## src/rtl/fetch_queue.sv

```systemverilog
// Decoupling queue between the fetch and decode stages: holds fetched (inst, pc) pairs,
// presents the oldest to decode via valid/ready, predecodes control-flow opcodes.
module fetch_queue #(
   parameter int unsigned DEPTH    = 4,
   parameter logic [31:0] NOP_INST = 32'h00000013
) (
   input  logic                       i_clk,
   input  logic                       i_rst_n,
   input  logic                       i_inst_valid,
   input  logic [31:0]                i_inst,
   input  logic [31:0]                i_fetch_pc,
   output logic                       o_stall_if,
   input  logic                       i_flush,
   output logic                       o_id_valid,
   output logic [31:0]                o_id_inst,
   output logic [31:0]                o_id_pc,
   output logic [31:0]                o_id_pc_plus_4,
   output logic                       o_id_is_ctrl,
   input  logic                       i_id_ready,
   output logic [$clog2(DEPTH):0]     o_count
);

   localparam int unsigned PW = $clog2(DEPTH);
   localparam int unsigned CW = PW + 1;

   localparam logic [PW-1:0] PtrOne   = PW'(1);
   localparam logic [CW-1:0] CntOne   = CW'(1);
   localparam logic [CW-1:0] CntDepth = CW'(DEPTH);

   localparam logic [6:0] OpJal    = 7'b1101111;
   localparam logic [6:0] OpJalr   = 7'b1100111;
   localparam logic [6:0] OpBranch = 7'b1100011;

   logic [31:0] inst_mem [DEPTH];
   logic [31:0] pc_mem   [DEPTH];
   logic        ctrl_mem [DEPTH];

   logic [PW-1:0] rd_ptr_q, rd_ptr_d;
   logic [PW-1:0] wr_ptr_q, wr_ptr_d;
   logic [CW-1:0] count_q, count_d;

   logic full, empty, push, pop;
   logic in_is_ctrl;

   // Occupancy alone tells full from empty; pointers may be equal in both cases.
   assign full  = (count_q == CntDepth);
   assign empty = (count_q == '0);

   assign push = i_inst_valid & ~full & ~i_flush;
   assign pop  = ~empty & i_id_ready & ~i_flush;

   assign in_is_ctrl = (i_inst[6:0] == OpJal) || (i_inst[6:0] == OpJalr) ||
                       (i_inst[6:0] == OpBranch);

   always_comb begin
      rd_ptr_d = rd_ptr_q;
      wr_ptr_d = wr_ptr_q;
      count_d  = count_q;
      if (i_flush) begin
         rd_ptr_d = '0;
         wr_ptr_d = '0;
         count_d  = '0;
      end else begin
         if (push) begin
            wr_ptr_d = wr_ptr_q + PtrOne;
         end
         if (pop) begin
            rd_ptr_d = rd_ptr_q + PtrOne;
         end
         if (push && !pop) begin
            count_d = count_q + CntOne;
         end else if (pop && !push) begin
            count_d = count_q - CntOne;
         end
      end
   end

   always_ff @(posedge i_clk or negedge i_rst_n) begin
      if (!i_rst_n) begin
         rd_ptr_q <= '0;
         wr_ptr_q <= '0;
         count_q  <= '0;
      end else begin
         rd_ptr_q <= rd_ptr_d;
         wr_ptr_q <= wr_ptr_d;
         count_q  <= count_d;
      end
   end

   // Payload storage is deliberately left unreset; validity comes from count.
   always_ff @(posedge i_clk) begin
      if (push) begin
         inst_mem[wr_ptr_q] <= i_inst;
         pc_mem[wr_ptr_q]   <= i_fetch_pc;
         ctrl_mem[wr_ptr_q] <= in_is_ctrl;
      end
   end

   always_comb begin
      o_id_inst    = NOP_INST;
      o_id_pc      = '0;
      o_id_is_ctrl = 1'b0;
      if (!empty) begin
         o_id_inst    = inst_mem[rd_ptr_q];
         o_id_pc      = pc_mem[rd_ptr_q];
         o_id_is_ctrl = ctrl_mem[rd_ptr_q];
      end
   end

   assign o_id_pc_plus_4 = o_id_pc + 32'd4;
   assign o_id_valid     = ~empty;
   assign o_stall_if     = full;
   assign o_count        = count_q;

endmodule

```

## config.mk

```make
export PLATFORM = sky130hd
export DESIGN_NAME = fetch_queue
export DESIGN_NICKNAME = d
export VERILOG_FILES = /design/src/rtl/fetch_queue.sv
export SDC_FILE = /design/constraint.sdc
export NUM_CORES = 1
export LEC_CHECK = 0
export BUFFER_PORTS_ARGS = -buffer_cell sky130_fd_sc_hd__clkbuf_2
export CORE_ASPECT_RATIO = 0.7
export CORE_UTILIZATION = 35
export DETAILED_ROUTE_END_ITERATION = 12
export PLACE_DENSITY = 0.6
export REMOVE_ABC_BUFFERS = 1
export SLEW_MARGIN = 25
export SYNTH_ARGS = -nofsm -noshare
export SYNTH_HDL_FRONTEND = slang
export SYNTH_SLANG_ARGS = --single-unit
```

## constraint.sdc

```tcl
create_clock -name i_clk -period 3.73 [get_ports i_clk]
set_input_delay 0.5595 -clock i_clk [delete_from_list [all_inputs] [get_ports i_clk]]
set_output_delay 0.5595 -clock i_clk [all_outputs]
set_load 0.05 [all_outputs]
```

==> results of run 1 <==
[Yosys cell counts, types with 5 or more instances]
cell and number:
xor2_1 19, inv_1 14, nand3_1 11, nor3_2 7, nand2_1 29, dfrtp_1 7
clkbuf_1 9, buf_2 7, and2_1 60, mux4_1 24, mux4_2 42, edfxtp_1 260
xnor2_1 14, ha_1 5, buf_4 5, nor2_1 25
[flip-flops by register name, summed over array words and instances (netlist names)]
register  count
o_count       3
wr_ptr_q      2
pc_mem      128
inst_mem    128
rd_ptr_q      2
ctrl_mem      4
[routing by layer]
layer / track usage / part of all wire / routed length, um
met4: 0.0302 / 0.016 / 385
met5: 0 / 0.00053 / 13
met3: 0.0404 / 0.062 / 1520
met2: 0.239 / 0.47 / 11500
met1: 0.211 / 0.45 / 11200
[logic make-up after synthesis]
| logic type | count (synthesis) | share of synthesized area |
|---|---|---|
| DFF | 267 | 0.711 |
| and+or+nand+nor | 157 | 0.0830 |
| muxes | 71 | 0.145 |
| buffers and inverters | 43 | 0.0233 |
| xor gates and xnor gates | 33 | 0.0257 |
| AOI/OAI and AO/OA | 7 | 0.00446 |
| adders and majority gates | 6 | 0.00736 |
[critical path, stage by stage (launching register included)]
cell      delay, ns
dfrtp_4        0.56
buf_4          0.18
buf_6          0.17
or4_4          0.59
a21oi_4        0.23
nand2_4        0.10
nor4_4         0.30
xor2_1         0.20
clkbuf_8       0.21
[power groups by stage]
stage | registers (W) | clock network [W] | logic (W)
2_1_floorplan | 0.00381 | 0 | 0.00365
3_5_place_dp | 0.00368 | 0 | 0.00506
4_1_cts | 0.00358 | 0.00266 | 0.00525
5_1_grt | 0.00359 | 0.00277 | 0.00563
3_3_place_gp | 0.00367 | 0 | 0.00505
6_report | 0.00358 | 0.00259 | 0.00532
[metrics by stage]
stage          cells  power, W
5_1_grt         1232    0.0120
4_1_cts         1218    0.0115
2_1_floorplan    555   0.00746
3_5_place_dp    1163   0.00874
3_3_place_gp    1163   0.00872
6_report        1233    0.0115
[repair_timing]
action,in CTS,in global routing
hold endpoints to repair,7,0
setup buffers,8,14
endpoints found under the setup margin,19,20
gates cloned,0,0
resized for setup,27,25
pin swaps,10,15
hold buffers,1,0
[worst paths after layout]
check	start	cells after the start	end
min in group asynchronous	i_rst_n	2	wr_ptr_q[1]
hold reg to reg	wr_ptr_q[1]	2	wr_ptr_q[1]
setup / recovery	rd_ptr_q[0]	8	o_id_pc_plus_4[26]
max in group asynchronous	i_rst_n	2	rd_ptr_q[1]
setup reg to reg	o_count[0]	9	o_count[2]
hold / removal	i_inst[15]	1	inst_mem[2][15]
[cell type report]
class,instances,area [um^2]
Fill cell,2807,17600
Sequential cell,267,7990
Multi-Input combinational cell,274,3050
Timing Repair Buffer,211,1320
Clock buffer,32,694
Tap cell,420,526
Clock inverter,14,138
Inverter,14,55.1
Antenna cell,1,2.50
==> flow_metrics.py, run 1 <==
metrics = {
    "yosys": {
        "synth.area.top_cells": "edfxtp_1, mux4_2, mux4_1",
        "synth_warnings": 0,
        "async_flop_share": 0.0262,
        "synth_top_area_share": 0.695,
        "ys.flop_type": "edfxtp_1",
        "yosysTopAreaCell": "edfxtp_1",
        "ys_seq_elements": 267,
        "syn_area_per_cell_um2": 19.2,
        "syn-cell-area_um2": 11200,
        "synth-edff-count": 260,
        "synth_cells": 584,
        "ys_seq_area_frac": 0.711,
        "synth_cell_types": 45,
    },
    "sta": {
        "rsz0062_at_grt": "true",
        "skew_ns": 0.0121,
        "maxSlewHeadroom": 0.609,
        "min_period_over_period": 0.971,
        "worst-slew-pin-transition_ns": 0.587,
        "tns_ns": 0,
        "timing.final.hold_violations": 0,
        "hold_slack_ns": 0.246,
        "slew_violations": 0,
        "max_freq_mhz": 276,
        "final.setup.worst_slack_ns": 0.110,
        "setup_viol": 0,
        "period_needed_ns": 3.62,
    },
    "grt": {
        "antenna_found_initial": 3,
        "grt_pass1_wl_mm": 37.4,
        "grt.overflow.total": 0,
        "grt_max_degree": 39,
        "grt_use_total": 0.151,
        "grt_pass1_vias": 6116,
    },
    "layout": {
        "mostFrequentLayoutCells": "edfxtp_1, clkbuf_2, and2_1, mux4_2, buf_4",
        "finalNetCount": 869,
        "final_common_cell": "edfxtp_1",
        "layout-drive-gt1-share": 0.403,
        "post-route-util": 0.439,
        "area_growth_pct": 22.6,
        "final_area_um2": 13800,
    },
    "floorplan": {
        "fp.coreArea_um2": 31400,
        "dieArea_um2": 32800,
        "initial_utilization": 0.358,
        "io_pins": 171,
        "rows": 54,
        "die_h_um": 152,
        "dieWidth_um": 216,
    },
    "outcome": {
        "status": "finished clean",
    },
    "routing": {
        "via_per_inst": 4.80,
        "drc": 0,
        "wirelength_mm": 24.6,
        "routedWlPerCell_um": 20.0,
        "dr.pass1.iters": 4,
        "drt_iter0_drc": 377,
        "vias": 5919,
        "detail-route-antenna-nets": 0,
    },
    "worst_setup_path": {
        "cp.arrival_ns": 3.06,
        "reg2reg_slack_ns": 1.18,
        "worstSetupEndpointType": "output pin",
        "worstSetupStartpointType": "register",
        "worstPathRequired_ns": 3.17,
        "criticalPathCategory": "register to output pin",
        "cp_max_fo": 17,
    },
    "power": {
        "comb_power_share": 0.463,
        "p_sw_frac": 0.429,
        "power_switching_w": 0.00493,
        "pwr-share-clk": 0.226,
        "intPower_w": 0.00656,
        "power_per_cell_area_nw_per_um2": 834,
        "ir_worst_vdd_uv": 741,
        "seqPwrFrac": 0.311,
        "power.leakage_nw": 4.96,
    },
    "clock_tree": {
        "cts_tree": "yes",
        "htree_levels": 1,
        "numCtsBuffers": 26,
        "ctsLongestPathBuffers": 3,
        "cts.sinks": 267,
        "clk_pin_slew_ns": 0.06,
        "clk_latency_ns": 0.54,
        "cts-root-buf": "clkbuf_16",
    },
    "placed_design": {
        "pre_cts_slack_ns": 0.336,
        "placed_area_um2": 12600,
        "gp_congestion": 0.747,
        "dp_hpwl_mm": 16.0,
        "io_buffers": 170,
    },
    "min_path": {
        "hp-class": "primary input to register",
    },
    "job": {
        "maxCapViolations": 0,
    },
}
Power figures use the tool's default switching activity.
==> run 2: changes to the inputs <==
--- a/config.mk
+++ b/config.mk
@@ -10,6 +10,7 @@
 export CORE_UTILIZATION = 35
 export DETAILED_ROUTE_END_ITERATION = 12
 export PLACE_DENSITY = 0.6
+export RECOVER_POWER = 25
 export REMOVE_ABC_BUFFERS = 1
 export SLEW_MARGIN = 25
 export SYNTH_ARGS = -nofsm -noshare
==> run 2 against run 1 <==
  * Flip-flop and latch count unchanged
  * Clock-buffer cell count unchanged
  * Register-to-register slack about the same
  * Wire length rose by 0.15%
  * Core utilization fell by 0.18 points
  * Total power is essentially flat
  * Setup slack better by 0.0074 ns
  * Critical path depth unchanged
==> flow_metrics.py, run 2 (synthesis gave the netlist of run 1 again) <==
metrics = {
    "outcome": {
        "status": "finished clean",
    },
    "sta": {
        "max_freq_mhz": 277,
        "worst-slew-pin-transition_ns": 0.575,
        "min_period_over_period": 0.969,
        "skew_ns": 0.00962,
        "period_needed_ns": 3.61,
        "setup_viol": 0,
        "maxSlewHeadroom": 0.617,
        "timing.final.hold_violations": 0,
        "rsz0062_at_grt": "true",
        "slew_violations": 0,
    },
    "worst_setup_path": {
        "cp.arrival_ns": 3.05,
        "r2r-start": "o_count[0]",
        "criticalPathCategory": "register to output pin",
        "worstSetupStartpointType": "register",
        "worstPathRequired_ns": 3.17,
        "cp_max_fo": 17,
        "slowest_delay_ns": 0.59,
        "cp_slowest_cell": "or4_4",
        "worstSetupEndpointType": "output pin",
        "r2r_end": "o_count[2]",
        "reg2reg_slack_ns": 1.19,
        "path_cells": "buf_4 > buf_6 > or4_4 > a21oi_4 > nand2_4 > nor4_4 > xor2_1 > clkbuf_8",
        "ff2ff_path_depth": 9,
    },
    "placed_design": {
        "dp_hpwl_mm": 16.0,
        "placed_area_um2": 12600,
        "gp_congestion": 0.747,
        "io_buffers": 170,
    },
    "floorplan": {
        "initial_utilization": 0.358,
        "die_h_um": 152,
        "rows": 54,
        "io_pins": 171,
        "fp.coreArea_um2": 31400,
        "dieWidth_um": 216,
        "dieArea_um2": 32800,
    },
    "clock_tree": {
        "cts_tree": "yes",
        "clk_pin_slew_ns": 0.06,
        "clk_latency_ns": 0.53,
        "cts.sinks": 267,
        "numCtsBuffers": 26,
        "htree_levels": 1,
        "ctsLongestPathBuffers": 3,
        "cts-root-buf": "clkbuf_16",
    },
    "power": {
        "seqPwrFrac": 0.312,
        "power_switching_w": 0.00492,
        "total_power_w": 0.0115,
        "p_sw_frac": 0.429,
        "comb_power_share": 0.463,
        "pwr-share-clk": 0.226,
        "ir_worst_vdd_uv": 733,
        "power.leakage_nw": 4.83,
        "power_per_cell_area_nw_per_um2": 837,
        "intPower_w": 0.00655,
    },
    "job": {
        "maxCapViolations": 0,
    },
    "routing": {
        "drc": 0,
        "wirelength_mm": 24.7,
        "detail-route-antenna-nets": 0,
        "routedWlPerCell_um": 20.0,
        "via_per_inst": 4.81,
        "vias": 5930,
        "dr.pass1.iters": 5,
        "drt_iter0_drc": 336,
    },
    "layout": {
        "area_growth_pct": 22.2,
        "mostFrequentLayoutCells": "edfxtp_1, clkbuf_2, and2_1, clkbuf_1, mux4_2",
        "post-route-util": 0.437,
        "final_area_um2": 13700,
        "finalNetCount": 869,
        "layout-drive-gt1-share": 0.349,
        "top_regs": "inst_mem (128), pc_mem (128), ctrl_mem (4)",
        "final_common_cell": "edfxtp_1",
        "nFillCells": 2820,
    },
    "min_path": {
        "min_to": "inst_mem[1][12]",
        "min_delay_path_depth": 1,
        "hp-class": "primary input to register",
        "min-delay-start": "i_inst[12]",
    },
    "grt": {
        "grt_pass1_vias": 6116,
        "grt.overflow.total": 0,
        "grt_max_degree": 39,
        "antenna_found_initial": 3,
        "grt_use_total": 0.151,
        "grt_pass1_wl_mm": 37.4,
    },
}
run 2: cell count changes in the layout (fill, tap and decap cells not counted):
cell / delta
clkbuf_1: +44
clkbuf_2: -44
run 2: per-layer routing:
| metal | up-vias | part of all wire | wire (um) | global-route usage |
|---|---|---|---|---|
| met5 | - | 0.00053 | 13 | 0 |
| met4 | 2 | 0.015 | 379 | 0.0302 |
| met3 | 36 | 0.063 | 1540 | 0.0404 |
| met2 | 173 | 0.47 | 11500 | 0.239 |
| met1 | 3015 | 0.45 | 11200 | 0.211 |
| li1 | 2704 | - | - | - |
run 2: layout make-up:
| cell class | count | area, um^2 | share of cell area |
|---|---|---|---|
| clock buffer | 32 | 694 | 0.0506 |
| clock inverter | 14 | 138 | 0.0100 |
| sequential | 267 | 7990 | 0.583 |
| timing repair buffer | 211 | 1260 | 0.0920 |
| tap | 420 | 526 | 0.0383 |
| multi-input combinational | 274 | 3050 | 0.222 |
| inverter | 14 | 55.1 | 0.00401 |
| antenna | 1 | 2.50 | 0.000182 |
run 2: worst max-delay path by stage:
stage / endpoint / startpoint / cells after the start
after floorplan: o_id_pc_plus_4[26] / rd_ptr_q[0] / 9
after global placement: o_id_pc_plus_4[22] / rd_ptr_q[0] / 10
after detailed placement: o_id_pc_plus_4[22] / rd_ptr_q[0] / 10
after CTS: o_id_pc_plus_4[26] / rd_ptr_q[0] / 10
after global routing: o_id_pc_plus_4[27] / rd_ptr_q[0] / 8
final: o_id_pc_plus_4[26] / rd_ptr_q[0] / 8
run 2: power groups by stage:
stage | Sequential, W | Combinational [W] | Clock [W]
floorplan | 0.00381 | 0.00365 | 0
global placement | 0.00367 | 0.00505 | 0
global route | 0.00359 | 0.00562 | 0.00277
CTS | 0.00358 | 0.00525 | 0.00266
detailed placement | 0.00368 | 0.00506 | 0
finish | 0.00358 | 0.00531 | 0.00259
run 2: stage by stage:
step | setup WS [ns] | TNS, ns | instances | hold slack (ns)
after CTS | 0.00788 | 0 | 1218 | 0.211
after global routing | -0.0576 | -0.117 | 1232 | 0.252
after detailed placement | 0.336 | 0 | 1163 | 0.437
after global placement | 0.392 | 0 | 1163 | 0.435
after floorplan | -2.58 | -91.17 | 555 | 0.264
final | 0.117 | 0 | 1233 | 0.256
run 2: what timing repair did:
action	4_1_cts	5_1_grt
endpoints found under the hold margin	7	0
setup endpoints to repair	19	20
pin swaps	10	15
buffers inserted	8	14
hold buffers	1	0
resized for setup	27	25
run 2: critical path: cells and delay by family, from the launching register on:
kind / cells / cell delay (ns)
DFF: 1 / 0.56
xor gates and xnor gates: 1 / 0.20
AOI/OAI and AO/OA: 1 / 0.23
and+or+nand+nor: 3 / 0.99
buffers and inverters: 3 / 0.56
==> run 3: changes to the inputs <==
--- a/config.mk
+++ b/config.mk
@@ -7,9 +7,9 @@
 export LEC_CHECK = 0
 export BUFFER_PORTS_ARGS = -buffer_cell sky130_fd_sc_hd__clkbuf_2
 export CORE_ASPECT_RATIO = 0.7
-export CORE_UTILIZATION = 35
+export CORE_UTILIZATION = 30
 export DETAILED_ROUTE_END_ITERATION = 12
-export PLACE_DENSITY = 0.6
+export PLACE_DENSITY = 0.54
 export RECOVER_POWER = 25
 export REMOVE_ABC_BUFFERS = 1
 export SLEW_MARGIN = 25
==> constraint.sdc (replaced) <==
create_clock -name i_clk -period 4.3 [get_ports i_clk]
set_input_delay 0.645 -clock i_clk [delete_from_list [all_inputs] [get_ports i_clk]]
set_output_delay 0.645 -clock i_clk [all_outputs]
set_load 0.05 [all_outputs]
==> run 3 against run 2 <==
  * Combinational power down 18%
  * Register-to-register slack better by 0.51 ns
  * Critical path type unchanged
  * Clock-buffer cell count shrank 3
  * Core utilization fell by 6.3 points
  * Critical endpoint is now o_id_pc_plus_4[22]
  * Global-route usage decreased by 1.9 points
  * Worst hold slack improved by 0.071 ns
==> flow_metrics.py, run 3 (synthesis gave the netlist of run 1 again) <==
metrics = {
    "routing": {
        "routedWlPerCell_um": 19.7,
        "wirelength_mm": 25.2,
        "drt_iter0_drc": 273,
        "via_per_inst": 4.59,
        "dr.pass1.iters": 6,
        "vias": 5859,
        "drc": 0,
        "detail-route-antenna-nets": 0,
    },
    "worst_setup_path": {
        "slowest_delay_ns": 0.62,
        "crit_top_cell": "nand2_1",
        "cp_num_buf_inv": 2,
        "path_cells": "mux4_1 > nand2_1 > inv_1 > ha_1 > nand2_1 > nor3_2 > nand4_2 > a21oi_1 > xor2_1 > clkbuf_2",
        "cp_slowest_cell": "dfrtp_4",
        "worstSetupStartpointType": "register",
        "ff2ff_path_depth": 9,
        "cpLargestDelayFamily": "simple AND/OR/NAND/NOR gates",
        "cp.arrival_ns": 3.41,
        "r2r_end": "o_count[2]",
        "criticalPathCategory": "register to output pin",
        "worstSetupEndpointType": "output pin",
        "worstPathRequired_ns": 3.65,
        "worst-path-stages": 10,
        "cp_max_fo": 15,
        "r2r-start": "o_count[0]",
        "reg2reg_slack_ns": 1.70,
    },
    "sta": {
        "period_needed_ns": 4.06,
        "rsz0062_at_grt": "false",
        "skew_ns": 0.0209,
        "maxSlewHeadroom": 0.530,
        "min_period_over_period": 0.944,
        "hold_slack_ns": 0.327,
        "max_freq_mhz": 246,
        "worst-slew-pin-transition_ns": 0.706,
        "slew_violations": 0,
        "timing.final.hold_violations": 0,
        "setup_viol": 0,
    },
    "floorplan": {
        "initial_utilization": 0.309,
        "dieWidth_um": 233,
        "die_h_um": 164,
        "dieArea_um2": 38200,
        "io_pins": 171,
        "fp.coreArea_um2": 36400,
        "rows": 58,
    },
    "placed_design": {
        "io_buffers": 170,
        "dp_cells": 1219,
        "dp_hpwl_mm": 16.5,
        "gp_congestion": 0.748,
    },
    "min_path": {
        "min_to": "inst_mem[0][12]",
        "hp-class": "primary input to register",
        "min_delay_path_depth": 1,
        "min-delay-start": "i_inst[12]",
    },
    "clock_tree": {
        "cts.sinks": 267,
        "htree_levels": 1,
        "cts_tree": "yes",
        "clk_latency_ns": 0.55,
        "clk_pin_slew_ns": 0.06,
        "numCtsBuffers": 29,
        "ctsLongestPathBuffers": 3,
        "cts-root-buf": "clkbuf_16",
    },
    "outcome": {
        "status": "finished clean",
    },
    "power": {
        "ir_worst_vdd_uv": 467,
        "power.leakage_nw": 4.75,
        "power_per_cell_area_nw_per_um2": 738,
    },
    "layout": {
        "finalNetCount": 847,
        "fin_cells": 1276,
        "mostFrequentLayoutCells": "edfxtp_1, clkbuf_2, and2_1, clkbuf_1, mux4_2",
        "area_growth_pct": 21.4,
        "layout-drive-gt1-share": 0.327,
        "top_regs": "inst_mem (128), pc_mem (128), ctrl_mem (4)",
        "final_common_cell": "edfxtp_1",
    },
    "grt": {
        "grt_pass1_vias": 5962,
        "grt_use_total": 0.132,
        "grt_max_degree": 42,
        "antenna_found_initial": 0,
        "grt_pass1_wl_mm": 37.6,
        "grt.overflow.total": 0,
    },
    "job": {
        "maxCapViolations": 0,
    },
}
run 3: changes by cell type in the layout (fill, tap and decap cells not counted), sizes merged:
cell and delta:
buf -29, bufinv +2, clkbuf +1, clkinv +3
clkinvlp +3, inv +3
run 3: where the power goes:
| group | switching (W) | internal, W | leakage (nW) |
|---|---|---|---|
| Clock | 0.00102 | 0.00153 | 0.480 |
| Combinational | 0.00323 | 0.00115 | 1.82 |
| Sequential | 0.000100 | 0.00303 | 2.45 |
run 3: layout make-up:
type	count	area (um^2)
Multi-Input combinational cell	274	3000
Fill cell	3431	22700
Inverter	14	52.6
Sequential cell	267	7990
Tap cell	480	601
Clock buffer	29	726
Clock inverter	25	260
Antenna cell	1	2.50
Timing Repair Buffer	186	997
run 3: stage by stage:
step	instance area (um^2)	setup slack, ns	utilization	setup TNS, ns	power [W]
after global placement	12600	0.668	0.345	0	0.00760
final	13600	0.243	0.375	0	0.0101
after detailed placement	12700	0.631	0.348	0	0.00761
after floorplan	11000	-2.09	-	-47.55	0.00647
after CTS	13700	0.0287	0.376	0	0.0102
after global routing	13600	0.0451	0.375	0	0.0105
run 3: worst max-delay path by stage:
stage                            from                  to  slack [ns]
after floorplan           rd_ptr_q[0]  o_id_pc_plus_4[26]       -2.09
after global placement    rd_ptr_q[0]  o_id_pc_plus_4[31]        0.67
after detailed placement  rd_ptr_q[0]  o_id_pc_plus_4[31]        0.63
after CTS                 rd_ptr_q[0]  o_id_pc_plus_4[31]        0.03
after global routing      rd_ptr_q[0]  o_id_pc_plus_4[22]        0.05
final                     rd_ptr_q[0]  o_id_pc_plus_4[22]        0.24
run 3: repair_timing:
item                                    4_1_cts  5_1_grt
gates resized for setup                       0        1
buffers inserted                              0        1
hold buffers                                  1        0
hold endpoints to repair                      7        0
endpoints found under the setup margin        0        5
run 3: per-layer routing:
metal  up-vias  routed length, um  part of all wire  GRT usage
met4         0                427             0.017     0.0261
met1      2986              11300              0.45      0.177
met2       166              11900              0.47      0.215
met3        36               1540             0.061     0.0352
met5         -                  0                 0          0
li1       2671                  -                 -          -
